==> config.mk <==
export PLATFORM = sky130hd
export DESIGN_NAME = hdmi_rst_seq
export DESIGN_NICKNAME = d
export VERILOG_FILES = /design/src/rtl/hdmi_rst_pkg.sv /design/src/rtl/sync_2ff.sv /design/src/rtl/hdmi_rst_seq.sv
export SDC_FILE = /design/constraint.sdc
export NUM_CORES = 1
export LEC_CHECK = 0
export CAP_MARGIN = 20
export CORE_UTILIZATION = 55
export DETAILED_ROUTE_END_ITERATION = 8
export GPL_TIMING_DRIVEN = 0
export PLACE_DENSITY = 0.9
export SLEW_MARGIN = 20
export SYNTH_ARGS = -nofsm -noshare
export SYNTH_HDL_FRONTEND = slang
export SYNTH_SLANG_ARGS = --single-unit
==> constraint.sdc <==
create_clock -name clk_i -period 4.9 [get_ports clk_i]
set_input_delay 0.49 -clock clk_i [delete_from_list [all_inputs] [get_ports clk_i]]
set_output_delay 0.49 -clock clk_i [all_outputs]
set_load 0.02 [all_outputs]
==> src/rtl/hdmi_rst_pkg.sv <==
// Shared types and constants for the HDMI reset-release sequencer.
package hdmi_rst_pkg;

    typedef enum logic [2:0] {
        StWaitLock = 3'd0,
        StStable   = 3'd1,
        StRelease  = 3'd2,
        StRun      = 3'd3,
        StHold     = 3'd4
    } state_e;

    localparam int unsigned LOCK_LOST_CNT_W = 8;

    function automatic int unsigned max3(input int unsigned a, input int unsigned b,
                                         input int unsigned c);
        int unsigned m;
        m = (a > b) ? a : b;
        return (m > c) ? m : c;
    endfunction

endpackage

==> src/rtl/sync_2ff.sv <==
// Single-bit two-flop synchronizer with synchronous active-high clear.
module sync_2ff (
    input  logic clk_i,
    input  logic rst_i,
    input  logic d_i,
    output logic q_o
);

    logic meta_q;
    logic sync_q;

    always_ff @(posedge clk_i) begin
        if (rst_i) begin
            meta_q <= 1'b0;
            sync_q <= 1'b0;
        end else begin
            meta_q <= d_i;
            sync_q <= meta_q;
        end
    end

    assign q_o = sync_q;

endmodule

==> src/rtl/hdmi_rst_seq.sv <==
// Reset-release sequencer: waits for stable PLL lock, then releases stage resets in order.
module hdmi_rst_seq
    import hdmi_rst_pkg::*;
#(
    parameter int unsigned NUM_STAGES         = 3,
    parameter int unsigned LOCK_STABLE_CYCLES = 1024,
    parameter int unsigned STAGE_GAP_CYCLES   = 16,
    parameter int unsigned HOLD_CYCLES        = 64
) (
    input  logic                       clk_i,
    input  logic                       syn_reset_i,
    input  logic                       pll_locked_i,
    input  logic                       soft_rst_req_i,
    output logic [NUM_STAGES-1:0]      stage_rst_o,
    output logic                       ready_o,
    output logic [LOCK_LOST_CNT_W-1:0] lock_lost_cnt_o,
    output logic [2:0]                 state_o
);

    localparam int unsigned CntMax = max3(LOCK_STABLE_CYCLES, STAGE_GAP_CYCLES, HOLD_CYCLES);
    localparam int unsigned CntW   = $clog2(CntMax) + 1;
    localparam int unsigned IdxW   = (NUM_STAGES > 1) ? $clog2(NUM_STAGES) : 1;

    localparam logic [CntW-1:0] StableLast = CntW'(LOCK_STABLE_CYCLES - 1);
    localparam logic [CntW-1:0] GapLast    = CntW'(STAGE_GAP_CYCLES - 1);
    localparam logic [CntW-1:0] HoldLast   = CntW'(HOLD_CYCLES - 1);
    localparam logic [IdxW-1:0] IdxLast    = IdxW'(NUM_STAGES - 1);

    logic lock_s;

    state_e                     state_q, state_d;
    logic [CntW-1:0]            cnt_q, cnt_d;
    logic [IdxW-1:0]            idx_q, idx_d;
    logic [NUM_STAGES-1:0]      stage_rst_q, stage_rst_d;
    logic                       ready_q, ready_d;
    logic [LOCK_LOST_CNT_W-1:0] llc_q, llc_d;

    sync_2ff u_lock_sync (
        .clk_i (clk_i),
        .rst_i (syn_reset_i),
        .d_i   (pll_locked_i),
        .q_o   (lock_s)
    );

    always_comb begin
        state_d     = state_q;
        cnt_d       = cnt_q;
        idx_d       = idx_q;
        stage_rst_d = stage_rst_q;
        ready_d     = ready_q;
        llc_d       = llc_q;

        unique case (state_q)
            StWaitLock: begin
                stage_rst_d = '1;
                ready_d     = 1'b0;
                if (soft_rst_req_i) begin
                    state_d = StHold;
                    cnt_d   = '0;
                end else if (lock_s) begin
                    state_d = StStable;
                    cnt_d   = '0;
                end
            end
            StStable: begin
                if (soft_rst_req_i) begin
                    state_d = StHold;
                    cnt_d   = '0;
                end else if (!lock_s) begin
                    state_d = StWaitLock;
                    cnt_d   = '0;
                end else if (cnt_q == StableLast) begin
                    state_d     = StRelease;
                    cnt_d       = '0;
                    idx_d       = '0;
                    // Left shift keeps the released stages a contiguous low-order run.
                    stage_rst_d = stage_rst_q << 1;
                end else begin
                    cnt_d = cnt_q + 1'b1;
                end
            end
            StRelease, StRun: begin
                if (!lock_s || soft_rst_req_i) begin
                    state_d     = StHold;
                    cnt_d       = '0;
                    idx_d       = '0;
                    stage_rst_d = '1;
                    ready_d     = 1'b0;
                    if (!lock_s && (llc_q != '1)) begin
                        llc_d = llc_q + 1'b1;
                    end
                end else if (state_q == StRelease) begin
                    if (cnt_q == GapLast) begin
                        cnt_d = '0;
                        if (idx_q == IdxLast) begin
                            state_d = StRun;
                            ready_d = 1'b1;
                        end else begin
                            idx_d       = idx_q + 1'b1;
                            stage_rst_d = stage_rst_q << 1;
                        end
                    end else begin
                        cnt_d = cnt_q + 1'b1;
                    end
                end
            end
            StHold: begin
                stage_rst_d = '1;
                ready_d     = 1'b0;
                if (cnt_q == HoldLast) begin
                    state_d = StWaitLock;
                    cnt_d   = '0;
                end else begin
                    cnt_d = cnt_q + 1'b1;
                end
            end
            default: begin
                state_d     = StWaitLock;
                cnt_d       = '0;
                stage_rst_d = '1;
                ready_d     = 1'b0;
            end
        endcase
    end

    always_ff @(posedge clk_i) begin
        if (syn_reset_i) begin
            state_q     <= StWaitLock;
            cnt_q       <= '0;
            idx_q       <= '0;
            stage_rst_q <= '1;
            ready_q     <= 1'b0;
            llc_q       <= '0;
        end else begin
            state_q     <= state_d;
            cnt_q       <= cnt_d;
            idx_q       <= idx_d;
            stage_rst_q <= stage_rst_d;
            ready_q     <= ready_d;
            llc_q       <= llc_d;
        end
    end

    assign stage_rst_o     = stage_rst_q;
    assign ready_o         = ready_q;
    assign lock_lost_cnt_o = llc_q;
    assign state_o         = state_q;

endmodule

==> metrics.yaml <==
finish:
  antennaDiodeCount: 0
  syn2layout_area_growth_pct: 19.95
  layout_common_cells: "30 x dfxtp_1, 26 x nor2_1, 18 x clkdlybuf4s50_1, 16 x nand2_1, 12 x xnor2_1"
  layout.nets: 194
  final_util: 0.7068
  fillers: 209
  drive_gt1_frac: 0.1011
  final_common_cell: "dfxtp_1"
worst_setup_path:
  critPathKind: "register to register"
  start_kind: "register"
  worstRegToRegCells: 7
  crit_fanout: 4
  cpPeakStageDelay_ns: 0.45
  crit_path_end_kind: "register"
  cp.arrival_ns: 2.35
  cp_slowest_cell: "or4_1"
  startpoint: "idx_q[0]"
  cp.required_ns: 5.13
  r2r-start: "idx_q[0]"
  path_cells: "inv_1, ha_1, or4_1, nor4_4, o22ai_2, nor3_4, mux2_1"
min_path:
  min_from: "u_lock_sync.meta_q"
  holdPathStages: 1
  worstHoldPathType: "register to register"
drt:
  num_vias: 1269
  dr.pass1.iters: 4
  avgViaCountPerCell: 5.821
  drt_iter0_markers: 31
  drcViolationCount: 0
  avgRoutedWirePerCell_um: 14.00
  wirelength_mm: 3.051
  ant_nets: 0
timing:
  slew-limit-headroom: 0.6646
  tightest_slew_ns: 0.4997
  worst_slack_ns: 2.772
  rsz0062_at_grt: "no"
  min_period_over_period: 0.4342
  timing.fmax_ghz: 0.4700
  drv_slew: 0
  fin_crit_ns: 2.128
  skew_ns: 0.005957
  finalHoldViolCount: 0
  setup-violations-final: 0
  fin_tns_setup_ns: 0
place:
  numPortBuffers: 18
  place_ws_ns: 2.469
  place_hpwl_mm: 2.223
  place_congestion: 0.7715
synth:
  synth_cell_types: 38
  syn_inst: 162
  seq_area_frac_synth: 0.4040
  synthFlopType: "dfxtp_1"
  synth_nets: 169
  ys_ff_latch: 30
  yosys_warnings: 0
  synth_edf_count: 0
  syn_avg_cell_area_um2: 9.175
  syn-cell-area_um2: 1486
  async_reset_ff_frac: 0
grt:
  gr-total-overflow: 0
  grt_usage: 0.2481
  grt_pass1_vias: 1109
  grt_pass1_wl_mm: 5.037
  grt_max_degree: 11
  antenna_found_initial: 0
clock_network:
  cts_setup_buffers: 0
  cts_hold_buf: 0
  cts_buffers: 5
  clkSinkCount: 30
  clkTransAtPathRegs_ns: 0.09
  cts_max_level: 2
  cts_resized: 0
  clockBufferDepth: 2
  clk_latency_ns: 0.33
  cts_tree: "done"
  root_buffer: "clkbuf_4"
power_and_ir_drop:
  power_density_nw_per_um2: 270.2
  ir_worst_vdd_mv: 0.2305
  power.leakage_nw: 0.5964
floorplan:
  rows: 18
  die_h_um: 53.99
  pin_count: 19
  start_util: 0.5893
  die_w_um: 53.99
  die_area_um2: 2914
  coreArea_um2: 2522
status:
  status: "finished clean"
flow_run:
  max-cap-violations: 0
kinds of logic (layout without fill, tap and decap cells):
group / after synthesis / count (layout) / synth area share
multiplexers: 7 / 7 / 0.04882
AND/OR/NAND/NOR: 83 / 83 / 0.3207
buffers and inverters: 5 / 31 / 0.01263
flip-flops: 30 / 30 / 0.4040
XOR/XNOR: 16 / 16 / 0.09427
adder cells (fa/ha/maj): 3 / 3 / 0.02526
AO/OA/AOI/OAI: 18 / 18 / 0.09427
cells in the mapped netlist (2+ instances only):
cell type  count  share of area
xor2_1         4          0.024
or4_1          2          0.010
mux2_1         2          0.015
nor2b_1        5          0.021
mux2i_1        5          0.034
nand3_1        5          0.017
dfxtp_1       30           0.40
o22ai_2        2          0.017
xnor2_1       12          0.071
nor3_1         7          0.024
nor4_1         5          0.021
nand2b_1       3          0.013
nand4b_1       2          0.012
o21bai_1       2          0.010
o21ai_0        2         0.0067
and4_1         2          0.012
clkbuf_1       3         0.0076
nand2_1       16          0.040
nor4_4         2          0.029
ha_1           3          0.025
a21oi_1        3          0.010
a31oi_1        3          0.013
nor2_1        26          0.066
inv_1          2         0.0051
per-layer routing:
metal	part of all wire	wire, um	GRT usage
met1	0.44	1332	0.2947
met2	0.49	1504	0.4033
met3	0.057	175	0.09887
met4	0.013	39	0.08547
met5	0	0	0
area by class of cell:
class	instances	area [um^2]	share of cell area
plain buffers	3	11.26	0.006316
clock buffers	8	78.83	0.04421
inverters	2	7.507	0.004211
multi-input cells	127	867.1	0.4863
flip-flops and latches	30	600.6	0.3368
well taps	30	37.54	0.02105
repair buffers	18	180.2	0.1011
flip-flops by register name (all words and copies together) (netlist names):
register and flops:
cnt_q 11, idx_q 2, lock_lost_cnt_o 8, ready_o 1, stage_rst_o 3, state_o 3
u_lock_sync.meta_q 1, u_lock_sync.q_o 1
worst paths after layout:
kind	endpoint	slack, ns
max	idx_q[0]	2.77
min	u_lock_sync.q_o	0.45
max reg2reg	idx_q[0]	2.77
min reg2reg	u_lock_sync.q_o	0.45
through the flow:
stage                     power (mW)  hold slack [ns]  area (um^2)  cells
after global routing          0.5005           0.4648         1783    218
after CTS                     0.4841           0.4524         1783    218
after floorplan               0.2903           0.4138         1486    162
after detailed placement      0.3050           0.4311         1704    210
after global placement        0.3033           0.4221         1704    210
final                         0.4817           0.4483         1783    218
worst max-delay path: cells and delay by family, from the launching register on:
family | cells | cell delay, ns
multiplexers | 1 | 0.35
AND/OR/NAND/NOR | 3 | 0.81
buffers and inverters | 1 | 0.07
adder cells (fa/ha/maj) | 1 | 0.23
AO/OA/AOI/OAI | 1 | 0.20
flip-flops | 1 | 0.36
power breakdown:
group / total (mW) / leakage (nW) / switching [mW] / internal (mW)
Sequential: 0.253 / 0.243 / 0.00530 / 0.247
Combinational: 0.0469 / 0.309 / 0.0271 / 0.0198
Clock: 0.182 / 0.0446 / 0.0842 / 0.0979
Total: 0.482 / 0.596 / 0.117 / 0.365
Note: power is estimated with default switching activity, not from simulation.
